`src/rtl/serial_subtractor_pkg.sv`:
```
// Shared definitions for the digit-serial subtractor.
// Holds the FSM state encoding and the digit-counter width helper.
package serial_subtractor_pkg;

    typedef enum logic [1:0] {
        IDLE = 2'd0,
        RUN  = 2'd1,
        DONE = 2'd2
    } state_t;

    // Counter width for ndig digits; never narrower than one bit.
    function automatic int cnt_width(input int ndig);
        return (ndig > 1) ? $clog2(ndig) : 1;
    endfunction

endpackage

```
`src/rtl/digit_subtractor.sv`:
```
// Combinational DIGIT-bit ripple of full-subtractor cells: d = x - y - bin.
// bout is the borrow out of the most significant cell.
module digit_subtractor #(
    parameter int DIGIT = 4
) (
    input  logic [DIGIT-1:0] x,
    input  logic [DIGIT-1:0] y,
    input  logic             bin,
    output logic [DIGIT-1:0] d,
    output logic             bout
);

    logic [DIGIT:0] br;

    assign br[0] = bin;

    for (genvar i = 0; i < DIGIT; i++) begin : g_cell
        assign d[i]    = x[i] ^ y[i] ^ br[i];
        assign br[i+1] = (~x[i] & y[i]) | (~(x[i] ^ y[i]) & br[i]);
    end

    assign bout = br[DIGIT];

endmodule

```
`src/rtl/serial_subtractor.sv`:
```
// Digit-serial subtractor: diff = a - b - borrow_in, DIGIT bits per clock, LSB first.
// start/busy/done handshake; result and flags are registered at the completion edge.
module serial_subtractor
    import serial_subtractor_pkg::*;
#(
    parameter int WIDTH = 16,
    parameter int DIGIT = 4
) (
    input  logic             clk,
    input  logic             rst,
    input  logic             start,
    input  logic [WIDTH-1:0] a,
    input  logic [WIDTH-1:0] b,
    input  logic             borrow_in,
    output logic             busy,
    output logic             done,
    output logic [WIDTH-1:0] diff,
    output logic             borrow_out,
    output logic             overflow,
    output logic             zero
);

    localparam int            NDIG = WIDTH / DIGIT;
    localparam int            CW   = cnt_width(NDIG);
    localparam logic [CW-1:0] LAST = CW'(NDIG - 1);

    state_t           state, state_nxt;
    logic             accept;
    logic             last;
    logic [CW-1:0]    cnt;
    logic [WIDTH-1:0] a_sh, b_sh, res_sh;
    logic             borrow;
    logic             a_msb, b_msb;

    logic [DIGIT-1:0]       dig_d;
    logic                   dig_bout;
    logic [WIDTH+DIGIT-1:0] res_cat;
    logic [WIDTH-1:0]       res_nxt;

    digit_subtractor #(.DIGIT(DIGIT)) u_digit (
        .x    (a_sh[DIGIT-1:0]),
        .y    (b_sh[DIGIT-1:0]),
        .bin  (borrow),
        .d    (dig_d),
        .bout (dig_bout)
    );

    // New digit enters from the top so the LSB digit ends up at the bottom.
    assign res_cat = {dig_d, res_sh};
    assign res_nxt = res_cat[WIDTH+DIGIT-1:DIGIT];
    assign last    = (cnt == LAST);

    always_comb begin
        // NOTE: every output of this block gets a default first, so no path leaves it unassigned and no latch is inferred.
        state_nxt = state;
        accept    = 1'b0;
        case (state)
            IDLE, DONE: begin
                if (start) begin
                    accept    = 1'b1;
                    state_nxt = RUN;
                end else begin
                    state_nxt = IDLE;
                end
            end
            RUN:     if (last) state_nxt = DONE;
            default: state_nxt = IDLE;
        endcase
    end

    // busy/done come straight from flops so outputs have no decode logic behind them.
    always_ff @(posedge clk or posedge rst) begin
        if (rst) begin
            state <= IDLE;
            busy  <= 1'b0;
            done  <= 1'b0;
        end else begin
            // NOTE: non-blocking assignments in clocked blocks, so every flop samples pre-edge values regardless of statement order.
            state <= state_nxt;
            busy  <= (state_nxt == RUN);
            done  <= (state_nxt == DONE);
        end
    end

    always_ff @(posedge clk or posedge rst) begin
        if (rst) begin
            // NOTE: the shift registers are cleared too, so an aborted operation leaves nothing behind.
            a_sh       <= '0;
            b_sh       <= '0;
            res_sh     <= '0;
            borrow     <= 1'b0;
            cnt        <= '0;
            a_msb      <= 1'b0;
            b_msb      <= 1'b0;
            diff       <= '0;
            borrow_out <= 1'b0;
            overflow   <= 1'b0;
            zero       <= 1'b0;
        end else if (accept) begin
            a_sh   <= a;
            b_sh   <= b;
            borrow <= borrow_in;
            cnt    <= '0;
            a_msb  <= a[WIDTH-1];
            b_msb  <= b[WIDTH-1];
        end else if (state == RUN) begin
            a_sh   <= a_sh >> DIGIT;
            b_sh   <= b_sh >> DIGIT;
            res_sh <= res_nxt;
            borrow <= dig_bout;
            cnt    <= cnt + CW'(1);
            if (last) begin
                diff       <= res_nxt;
                borrow_out <= dig_bout;
                overflow   <= (a_msb ^ b_msb) & (res_nxt[WIDTH-1] ^ a_msb);
                zero       <= (res_nxt == '0);
            end
        end
    end

endmodule

```
`config.mk`:
```
export PLATFORM = sky130hd
export DESIGN_NAME = serial_subtractor
export DESIGN_NICKNAME = d
export VERILOG_FILES = /design/src/rtl/serial_subtractor_pkg.sv /design/src/rtl/digit_subtractor.sv /design/src/rtl/serial_subtractor.sv
export SDC_FILE = /design/constraint.sdc
export NUM_CORES = 1
export LEC_CHECK = 0
export ABC_AREA = 0
export CORE_MARGIN = 2
export CORE_UTILIZATION = 55
export CTS_CLUSTER_DIAMETER = 200
export DETAILED_ROUTE_END_ITERATION = 8
export PLACE_DENSITY = 0.84
export SLEW_MARGIN = 10
export SYNTH_ARGS = -nofsm -noshare
export SYNTH_HDL_FRONTEND = slang
export SYNTH_SLANG_ARGS = --single-unit
```
`constraint.sdc`:
```
create_clock -name clk -period 4.1 [get_ports clk]
set_clock_uncertainty 0.1 [all_clocks]
set_input_delay 1.23 -clock clk [delete_from_list [all_inputs] [get_ports clk]]
set_output_delay 1.23 -clock clk [all_outputs]
set_load 0.01 [all_outputs]
```
* Word-level counts from Yosys, hierarchy flattened
Index checks and enable logic that the tools add are counted.
** Operators by class
- $add $sub $neg :: 1
- Equal/unequal tests :: 5
- Muxes and demuxes :: 13
- Bitwise logic cells :: 32
- Reduce and logical (&&, ||, !) cells :: 6
** Operators with widths (number)
- two-way mux 16 bit :: 4
- logical NOT 16 bit :: 1
- XOR 1 bit :: 10
- bitwise AND 1 bit :: 9
- NOT 1 bit :: 9
- equality test 2 bit, second input constant :: 3
- two-way mux 2 bit :: 3
- two-way mux 1 bit :: 5
- equality test 2 x 1 -> 1 bit, second input constant :: 2
- OR 1 bit :: 4
- one-hot mux 2 bit (2 select lines) :: 1
- AND reduction 3 bit :: 1
- adder 2 x 1 -> 2 bit, second input constant :: 1
- logical NOT 2 bit :: 1
- AND reduction 2 bit :: 1
- nonzero test 2 bit :: 1
- OR reduction 2 bit :: 1
** Word-level totals
- Register bits after elaboration :: 76
- Input bits :: 36
- Output and inout bits :: 21
- Logic and storage cells :: 71

* Depth between registers and ports, before layout
- Depth in word-level cells :: 12
- Gate-level depth with buffers :: 10
- Depth with buffers taken out :: 10

* By module
Synthesis repeated with hierarchy kept, for this count alone.
** Unflattened totals
- Cells, all modules :: 285
- Area total of the unflattened synthesis :: 3036.7 um2
** Modules (own cells, without submodules)
- serial_subtractor :: instances 1, cells an instance 271, area an instance 2919.0 um2, sequential area each 1801.7 um2
- digit_subtractor :: instances 1, cells an instance 14, area an instance 117.6 um2, sequential area each 0.0 um2

* Least setup slack after synthesis
No wires, ideal clock.
- Path kind :: reg2reg
- Start point :: register b_sh[0]
- End point :: register zero
- Library setup time :: 0.083 ns
- Data arrival time :: 2.367 ns
- Data required time :: 3.917 ns
- Setup slack :: 1.551 ns
- Stages on the path, launching flop included :: 11
- Path buffers :: 0
- Clock period less this slack :: 2.549 ns
- Path through :: dfrtp_1 inv_1 fa_1 inv_1 fa_1 fa_1 inv_1 fa_1 nor4_1 nand4_1 o21ai_0
** Between the ends
- Cells in the longest elaborated chain, start to end :: 10
- Elaborated cells between the ends (all ways) :: 14
- Those cells by class :: bitwise: 13; reduce/logical: 1
** Ends and longest elaborated chain
- start: declaration :: RTL line serial_subtractor.sv:31 : logic [WIDTH-1:0] a_sh, b_sh, res_sh;
- start signal: assignment :: RTL line serial_subtractor.sv:108 : b_sh <= b_sh >> DIGIT;
- XOR 1 bit :: RTL line digit_subtractor.sv:19 : assign br[i+1] = (~x[i] & y[i]) | (~(x[i] ^ y[i]) & br[i]);
- NOT 1 bit :: RTL line digit_subtractor.sv:19
- bitwise AND 1 bit :: RTL line digit_subtractor.sv:19
- OR 1 bit (*) :: RTL line digit_subtractor.sv:19
- bitwise AND 1 bit (*) :: RTL line digit_subtractor.sv:19
- OR 1 bit (*) :: RTL line digit_subtractor.sv:19
- bitwise AND 1 bit (*) :: RTL line digit_subtractor.sv:19
- OR 1 bit (*) :: RTL line digit_subtractor.sv:19
- XOR 1 bit (*) :: RTL line digit_subtractor.sv:18 : assign d[i] = x[i] ^ y[i] ^ br[i];
- net dig_d[3] :: RTL line serial_subtractor.sv:35 : logic [DIGIT-1:0] dig_d;
- logical NOT 16 bit (*) :: RTL line serial_subtractor.sv:116 : zero <= (res_nxt == '0);
- end signal: assignment :: RTL line serial_subtractor.sv:116
- end: declaration :: RTL line serial_subtractor.sv:20 : output logic zero
The timed path passes the listed nets; every way through them passes the cells marked *.
A chain may end at the register's enable or synchronous reset.

* Worst setup path in the final report
Same ends and word-level chain as after synthesis.

==> summary.txt <==
Cells and area
  – Final Util: 69.4%
  – Area occupied by multi-input gates: 1090 µm²
  – # diodes: 0
  – Design area: 3770 µm²
  – Register Area: 1800 µm²
  – Syn-to-layout area delta: 23.9%
  – Share of cells above drive strength 1: 11.4%
  – Fill cells: 404
  – Layout Nets: 343

Yosys
  – Top cells by count, synth: dfrtp_1 (72), nand2_1 (48), a22o_1 (20)
  – Post-synthesis register bit count: 72
  – Mapped Nets: 290
  – Complex-gate fraction of the synthesized area: 13.1%
  – Synth area leader: dfrtp_1
  – Adder-Cell Fraction of Synth Area: 3.04%
  – Multiplexer share of the synthesized area: 9.90%
  – Synth area leaders: dfrtp_1 (59%), nand2_1 (5.9%), a22o_1 (5.8%)
  – Cell Area, Synth: 3050 µm²
  – Ys Warns: 0
  – Synth top area share: 59.2%
  – Synth Flop Type: dfrtp_1
  – Sequential area share after synthesis: 59.2%
  – Post-Synth Simple-Gate Area: 9.53%
  – Largest family of logic cells by synthesized area: compound AO/OA/AOI/OAI gates
  – Syn_area_per_cell: 12.2 µm²
  – Mapped Cells: 249
  – Cell variety after synth: 29
  – Post-synth EDFFs: 0
  – Most frequent cell after synthesis: dfrtp_1
  – FFs w/ async S/R, synth: 100%
  – Post-synthesis xor/xnor area fraction: 0%

Clock tree
  – H-tree depth: 3
  – Worst skew pair latency: 0.34 ns
  – Cts hold-fix bufs: 0
  – Cts bufs inserted: 9
  – CTS tree: yes
  – Clock-pin slew on the worst setup and hold paths: 0.07 ns
  – Root buf cell: clkbuf_8
  – Clock sink total: 72
  – Maximum clock path buffer count: 2
  – PostCTS Resize Cnt: 0
  – Post-CTS Setup Bufs: 0

Global route
  – Largest net degree at the start of global routing: 40
  – Vias in the first global route: 1971
  – First-pass GRT wire length: 9200 µm
  – GR Overflow Total: 0
  – Antenna violations before repair: 0
  – Gr usage total: 19.6%

Pwr
  – Pwr dens: 795 nW/µm²
  – Worst VDD drop: 0.466 mV
  – Pleak: 1.82 nW

Critical path
  – Critical Path Source Type: flip-flop
  – Crit path cell chain: inv_1 > fa_1 > inv_1 > fa_1 > fa_1 > inv_1 > fa_1 > nor4_1 > nand4_1 > o21ai_0
  – Crit path capture type: flip-flop
  – Buf/Inv on CP: 3
  – Crit path max fanout: 5
  – Setup Crit Path Kind: reg2reg
  – CP top delay family: adder cells
  – Critical Path Max Stage Delay: 0.49 ns
  – Crit path arrival time: 3.00 ns
  – CP required: 4.26 ns
  – Most Frequent Cell on Critical Path: fa_1
  – CP max-delay cell: fa_1

Die
  – Row count: 27
  – Die height: 78.4 µm
  – Initial core utilization: 56.0%
  – Die footprint: 6150 µm²
  – Die width: 78.4 µm
  – I/O pins: 57
  – Core area: 5440 µm²

Timing
  – Setup TNS Final: 0 ns
  – Worst Max-Slew Pin Slew: 1.07 ns
  – Relative slew slack: 28.6%
  – Worst hold margin: 0.385 ns
  – Max Freq: 353 MHz
  – RSZ-0062 raised after global routing: no
  – Final Max Tran Viols: 0
  – Hold Violations, Final: 0
  – Final setup fails: 0
  – Post-route minimum period: 2.84 ns
  – Final period util: 69.2%

Place
  – Placed Area: 3610 µm²
  – Global placement routability congestion: 0.800
  – IO buf count: 56
  – Post-DP HPWL: 3830 µm

Route
  – DR WL/cell: 14.6 µm
  – Detailed Route WL: 5540 µm
  – Vias after detailed routing: 2076
  – DRT Pass-1 Iters: 4
  – Vias per cell: 5.48
  – Initial DRC Count: 105
  – DRC Markers: 0
  – Antenna viol nets, final: 0

Worst hold path
  – Tightest Hold Check Type: reg2reg

Run
  – Max_cap viols: 0

Run status
  – Outcome: complete, no violations
[cell families (layout without fill, tap and decap cells)]
group / count (synthesis) / count (layout)
mux: 28 / 28
fa+ha+maj: 5 / 5
buf+inv: 26 / 84
simple gates: 63 / 63
flops: 72 / 72
compound gates: 55 / 55
[layer usage]
layer	global-route usage (%)	vias up	routed length, µm
met5	0	-	0
met4	7.72	0	93
met3	5.86	15	268
met2	29.7	68	2630
met1	26.7	1024	2550
li1	-	969	-
[where the power goes]
| part | internal (mW) | switching [mW] | total, mW | leakage (nW) |
|---|---|---|---|---|
| Clock | 0.235 | 0.245 | 0.480 | 0.0834 |
| Combinational | 0.650 | 0.622 | 1.27 | 0.831 |
| Sequential | 1.04 | 0.211 | 1.25 | 0.901 |
[area by class of cell]
type | instances | area share, %
Sequential cell | 72 | 47.7
Multi-Input combinational cell | 151 | 28.9
Timing Repair Buffer | 58 | 15.6
Clock buffer | 13 | 3.95
Tap cell | 72 | 2.39
Inverter | 10 | 0.995
Clock inverter | 3 | 0.464
[placed cells by master (no fill, tap or decap), drive strengths merged]
| cell type | instances |
|---|---|
| nor4bb | 1 |
| nand3b | 1 |
| a21oi | 1 |
| o21ai | 18 |
| nor2b | 2 |
| mux2i | 11 |
| clkbuf | 13 |
| ha | 1 |
| nand2 | 48 |
| o21bai | 2 |
| buf | 2 |
| nand2b | 1 |
| nor4 | 3 |
| clkinv | 2 |
| clkdlybuf4s50 | 56 |
| clkinvlp | 1 |
| a221o | 3 |
| dfrtp | 72 |
| and2b | 1 |
| a21o | 11 |
| nor2 | 2 |
| nor3 | 2 |
| inv | 10 |
| nand4 | 1 |
| nor3b | 1 |
| a22o | 20 |
| mux2 | 17 |
| fa | 4 |
[through the flow]
step,worst slack [ns],std cells,power (mW)
global placement,1.02,363,2.48
CTS,1.26,379,3.02
finish,1.26,379,3.00
detailed placement,0.981,363,2.55
global route,1.08,379,3.22
floorplan,0.945,249,2.16
[state kept, by name, summed over array words and instances (netlist names)]
name        flops
a_sh           16
b_sh           16
diff           16
res_sh         12
cnt             2
state           2
a_msb           1
b_msb           1
borrow          1
borrow_out      1
busy            1
done            1
overflow        1
zero            1
[worst paths after layout]
path                          from         end  slack, ns  cells past startpoint
hold reg to reg            b_sh[4]     b_sh[4]       0.38                      1
setup reg to reg           b_sh[0]        zero       1.26                     10
hold / removal             b_sh[4]     b_sh[4]       0.38                      1
setup / recovery           b_sh[0]        zero       1.26                     10
min in group asynchronous      rst  res_sh[13]       1.22                      2
max in group asynchronous      rst    b_sh[11]       2.03                      3
Note: power is estimated with default switching activity, not from simulation.
